$ cat src/rtl/vga_ram_arbiter.sv
// Arbitrates a single-port, 1-cycle-latency RAM between the never-stalled VGA
// display reader (absolute priority) and a req/ack host port that fills idle cycles.
module vga_ram_arbiter #(
  parameter int ADDR_W   = 11,
  parameter int DATA_W   = 8,
  parameter int MAX_WAIT = 255
) (
  input  logic              clk,
  input  logic              rst,
  input  logic              disp_req,
  input  logic [ADDR_W-1:0] disp_addr,
  output logic [DATA_W-1:0] disp_rdata,
  output logic              disp_rvalid,
  input  logic              host_req,
  input  logic              host_we,
  input  logic [ADDR_W-1:0] host_addr,
  input  logic [DATA_W-1:0] host_wdata,
  output logic              host_ack,
  output logic [DATA_W-1:0] host_rdata,
  output logic              host_rvalid,
  output logic              host_starved,
  output logic [ADDR_W-1:0] mem_addr,
  output logic              mem_we,
  output logic [DATA_W-1:0] mem_wdata,
  input  logic [DATA_W-1:0] mem_rdata
);

  localparam int CNT_W = $clog2(MAX_WAIT + 1);
  localparam logic [CNT_W-1:0] WAIT_MAX = CNT_W'(MAX_WAIT);

  typedef enum logic {IDLE, ACK} state_t;

  state_t           state, state_next;
  logic             host_grant;
  logic [CNT_W-1:0] wait_cnt, wait_next;
  logic             disp_pend;
  logic             host_rd_pend;

  // ACK blocks a second grant while the host is still looking at its ack pulse
  always_comb begin
    state_next = state;
    host_grant = 1'b0;
    wait_next  = wait_cnt;
    case (state)
      IDLE: begin
        if (!disp_req && host_req) begin
          host_grant = 1'b1;
          state_next = ACK;
        end
      end
      ACK:     state_next = IDLE;
      default: state_next = IDLE;
    endcase
    if (host_grant || !host_req)
      wait_next = '0;
    else if (state == IDLE && wait_cnt < WAIT_MAX)
      wait_next = wait_cnt + CNT_W'(1);
  end

  always_ff @(posedge clk) begin
    if (rst) begin
      state        <= IDLE;
      mem_addr     <= '0;
      mem_we       <= 1'b0;
      mem_wdata    <= '0;
      host_ack     <= 1'b0;
      disp_pend    <= 1'b0;
      disp_rvalid  <= 1'b0;
      host_rd_pend <= 1'b0;
      host_rvalid  <= 1'b0;
      wait_cnt     <= '0;
      host_starved <= 1'b0;
    end else begin
      state  <= state_next;
      mem_we <= 1'b0;
      if (disp_req) begin
        mem_addr <= disp_addr;
      end else if (host_grant) begin
        mem_addr  <= host_addr;
        mem_we    <= host_we;
        mem_wdata <= host_wdata;
      end
      host_ack     <= host_grant;
      // One stage to present the address, one for the RAM read latency
      disp_pend    <= disp_req;
      disp_rvalid  <= disp_pend;
      host_rd_pend <= host_grant & ~host_we;
      host_rvalid  <= host_rd_pend;
      wait_cnt     <= wait_next;
      host_starved <= (wait_cnt >= WAIT_MAX);
    end
  end

  assign disp_rdata = mem_rdata;
  assign host_rdata = mem_rdata;

endmodule

$ cat config.mk
export PLATFORM = sky130hd
export DESIGN_NAME = vga_ram_arbiter
export DESIGN_NICKNAME = d
export VERILOG_FILES = /design/src/rtl/vga_ram_arbiter.sv
export SDC_FILE = /design/constraint.sdc
export NUM_CORES = 1
export LEC_CHECK = 0
export ABC_AREA = 1
export CAP_MARGIN = 20
export CORE_UTILIZATION = 42
export DETAILED_ROUTE_END_ITERATION = 10
export PLACE_DENSITY = 0.93
export SLEW_MARGIN = 20
export SYNTH_ARGS = -nofsm -noshare
export SYNTH_HDL_FRONTEND = slang
export SYNTH_SLANG_ARGS = --single-unit
$ cat constraint.sdc
create_clock -name clk -period 2.8 [get_ports clk]
set_clock_uncertainty 0.2 [all_clocks]
set_input_delay 0.42 -clock clk [delete_from_list [all_inputs] [get_ports clk]]
set_output_delay 0.42 -clock clk [all_outputs]
set_load 0.005 [all_outputs]
# Word level (Yosys, flattened, before mapping)
# Index checks and enable logic that the tools add are counted.
[totals] inputBits=43 mem_bits_rw=0 elab_cells=33 n_memories=0 latch_bits=0 output_inout_bits=40 regBits=35 mem_bits_ro=0
[op_classes] shifts=0 muxes=5 div_mod_pow=0 reduce_logical=9 n_lt_le_gt_ge=2 eq_ne=0 bitwise_logic=5 mul=0 addsub=1
[op_table] operator="$mux 11" n=2
[op_table] operator="$add 8x1->8 const B" n=1
[op_table] operator="$ge 8x8->1 const B" n=1
[op_table] operator="$lt 8x8->1 const B" n=1
[op_table] operator="$not 1->1" n=4
[op_table] operator="$reduce_or 3->1" n=1
[op_table] operator="$logic_and 1x1->1" n=2
[op_table] operator="$logic_not 1->1" n=2
[op_table] operator="$mux 1" n=2
[op_table] operator="$pmux 1 s2" n=1
[op_table] operator="$reduce_and 2->1" n=1
[op_table] operator="$reduce_bool 2->1" n=1
[op_table] operator="$reduce_or 2->1" n=1
[op_table] operator="$and 1x1->1" n=1
[op_table] operator="$logic_or 1x1->1" n=1

# Longest topological paths before layout
[logic_depth] word_depth=6 mapped_depth=8 mapped_depth_nobuf=7

# Worst setup path before layout
# OpenSTA, ideal clock, no wires.
[synth_path] path_kind="reg-to-reg" start="register wait_cnt[0]" end="register wait_cnt[4]" slack_ps=1397 required_time_ps=2485 arrival_time_ps=1088 synth_period_minus_slack_ps=1403 n_path_buf=1 path_stages_with_launch=8 setup_time_ps=115 cell_sequence="dfxtp_1 -> ha_1 -> nand2_2 -> nor2_1 -> nand2_1 -> buf_6 -> a21oi_1 -> nor2_1"
[synth_via] elab_chain_cells=2 elab_cells_between_ends=3 cone_classes="add/sub: 1; order compare: 1; reduce/logical: 1"
[synth_lines] element="from (decl)" line_no="35" text="logic [CNT_W-1:0] wait_cnt, wait_next;"
[synth_lines] element="from (signal assigned)" line_no="89" text="wait_cnt <= wait_next;"
[synth_lines] element="$lt 8x8->1" line_no="56" text="else if (state == IDLE && wait_cnt < WAIT_MAX)"
[synth_lines] element="$logic_and 1x1->1" line_no="56"
# Several ways; a longest one is shown, not always the timed one.
# A chain may end at the register's enable or synchronous reset.

# Final worst setup path
[layout_path] start="register host_ack" end="output port host_ack"
[layout_rtl] element="from (decl)" line_no="18" text="output logic host_ack,"
[layout_rtl] element="from (signal assigned)" line_no="83" text="host_ack <= host_grant;"
# No word-level cell between the ends.

==> run metrics <==
wire per inst=11.3 µm; DR vias/cell=4.72; M1 GR Usage=0.207; total wire length=3.41 mm; post-synthesis cell type count=25; # Max-Cap Violations=0; Sw Share=0.243; Hold WC Path Type=reg2reg; Largest Register=mem_addr; minimum clock period=1870 ps; Crit Path Class=reg2out; post-CTS setup buffer count=0; Die Area=around 4100 µm²; CTS Sinks=34; Fillers=336; met2 Use GR=0.311; Starting Density=0.437; Worst-Margin Slew=598 ps; post-synthesis cell count=209; relative slew slack=0.600; total power=1.06 mW; final period utilization=0.669; Worst setup EP type=output port; TritonCTS clock tree=yes; internal power=approximately 800 µW; number of global-route vias before repair=1297; Final TNS setup=0 ps; routability cong.=0.811; final setup fails=0; Slowest-stage cell, CP=clkdlybuf4s50_1; Fin. Hold Viols=0; clock share of power=0.358; Max clock buf depth=2; post-place setup slack=668 ps; Leakage=around 0.89 nW; Max IR drop VDD=202 µV; share of cells above drive strength 1=0.0909; CTS hold repair buffers=0; port buffer count=58; gr usage total=0.186; crit-path max FO=5; initial antenna violation count=0; Skew-Pair Late Insertion Delay=290 ps; clock buffer count from CTS=5; post-synthesis register bit count=34; H-tree levels=2; routed via count=1422; Yosys warnings=0; CTS Root Cell=clkbuf_8; CP max stage delay=540 ps; Seq/Total Area, Yosys=0.425; Worst Path Required=2180 ps; Pwr Density=488 nW/µm²; Startpoint Class=flip-flop; post-CTS sizing=0; Fmax=0.534 GHz; remaining antenna violation count=0; Post-route DRC=0; Final Worst Setup Slack=approximately 930 ps; Finished Core Util=0.595; Slew Viols, Final=0; Largest register FFs=11; Reg power frac=0.489; Iteration-0 DRC Markers=slightly below 60; Most Crowded Layer GR=met2; site row count=22; Pre-antenna DRT Iters=5; first-pass GRT wire length=5.73 mm; largest registers=mem_addr x11, mem_wdata x8, wait_cnt x8; largest net degree at the start of global routing=23; synthesized net count=253; HPWL Detailed=~2.5 mm; CP bufs+invs=1; RSZ-0062 raised after global routing=false; Vert. Die Dim=63.7 µm; crit path cell chain=clkdlybuf4s50_1; critical path arrival=1250 ps; synthesized area per cell=7.66 µm²; Gate power share=0.153; Reg clk slew, reported paths=around 70 ps; M3 GR Usage=0.0652; status=finished clean; CP delay by family, top=buffers and inverters; IO Pins=between 80 and 90; fin nets=about 300; NetSw=258 µW; Die Width=63.7 µm; Core ar.=about 3700 µm²; grt total ovfl=0; diode count=0; P&R area growth vs syn=36.0%; synthesized cell area=1600 µm²
## through the flow
step,std cells,area [µm²],hold WS [ps]
6_report,301,2180,204
4_1_cts,301,2180,206
5_1_grt,301,2180,216
3_3_place_gp,293,2080,190
2_1_floorplan,209,1600,188
3_5_place_dp,293,2080,196
## layout by cell type (no fill, tap or decap)
cell type	instances
nor2_1	17
clkinv_2	1
nor3_2	1
dfxtp_1	34
a31oi_1	11
ha_1	1
a21oi_1	14
clkdlybuf4s50_1	58
nor3_4	1
inv_2	4
nor3_1	1
inv_1	15
nor3b_2	1
buf_4	3
clkbuf_8	6
nand3_1	8
nand2_4	1
o21bai_1	11
nand2_2	2
nor2_8	1
xor2_1	1
clkinvlp_4	1
nand2_1	57
nand4_1	2
nor2_2	1
## cell usage after synthesis
library cell,n,share of area
a21oi_1,14,0.044
a31oi_1,11,0.043
buf_1,1,0.0023
buf_2,4,0.013
buf_4,16,0.075
buf_6,3,0.021
clkbuf_1,1,0.0023
dfxtp_1,34,0.43
ha_1,1,0.0078
inv_1,15,0.035
inv_2,4,0.0094
nand2_1,57,0.13
nand2_2,2,0.0078
nand2_4,1,0.0070
nand3_1,8,0.025
nand4_1,2,0.0078
nor2_1,17,0.040
nor2_2,1,0.0039
nor2_8,1,0.013
nor3_1,1,0.0031
nor3_2,1,0.0063
nor3_4,1,0.010
nor3b_2,1,0.0078
o21bai_1,11,0.052
xor2_1,1,0.0055
## power groups by stage
| stage | Sequential (mW) | Combinational, mW | Clock [mW] |
|---|---|---|---|
| global route | 0.522 | 0.178 | 0.408 |
| detailed placement | 0.530 | 0.164 | 0 |
| floorplan | 0.530 | 0.0821 | 0 |
| CTS | 0.519 | 0.165 | 0.391 |
| global placement | 0.529 | 0.160 | 0 |
| finish | 0.519 | 0.163 | 0.380 |
## kinds of logic (layout without fill, tap and decap cells)
kind of cell,after synthesis,in the layout,synth area share
fa+ha+maj,1,1,0.00782
xor+xnor,1,1,0.00547
simple gates,93,93,0.265
flops,34,34,0.425
compound gates,36,36,0.138
buf+inv,44,88,0.158
## per-layer routing
metal  routed length, µm  share of wire  up-vias
met2                1700           0.50       42
met4                  68          0.020        0
met5                   0              0        -
met3                 233          0.068        5
li1                    -              -      742
met1                1400           0.41      633
## area by class of cell
cell class / instances / area, µm² / area share
repair buffers: 61 / 603 / 0.277
clock buffers: 6 / 82.6 / 0.0379
clock inverters: 2 / 12.5 / 0.00575
flip-flops and latches: 34 / 681 / 0.313
well taps: 48 / 60.1 / 0.0276
multi-input cells: 131 / 667 / 0.306
inverters: 19 / 71.3 / 0.0328
## final timing paths
kind	slack, ps	depth (start not counted)	startpoint	to
worst max-delay path	930	1	host_ack$_SDFF_PP0_	host_ack
worst min-delay path	200	2	host_rd_pend$_SDFF_PP0_	host_rvalid$_SDFF_PP0_
worst max register to register	1120	7	wait_cnt[0]$_SDFFE_PP0P_	wait_cnt[2]$_SDFFE_PP0P_
worst min register to register	200	2	host_rd_pend$_SDFF_PP0_	host_rvalid$_SDFF_PP0_
Note: power is estimated with default switching activity, not from simulation.
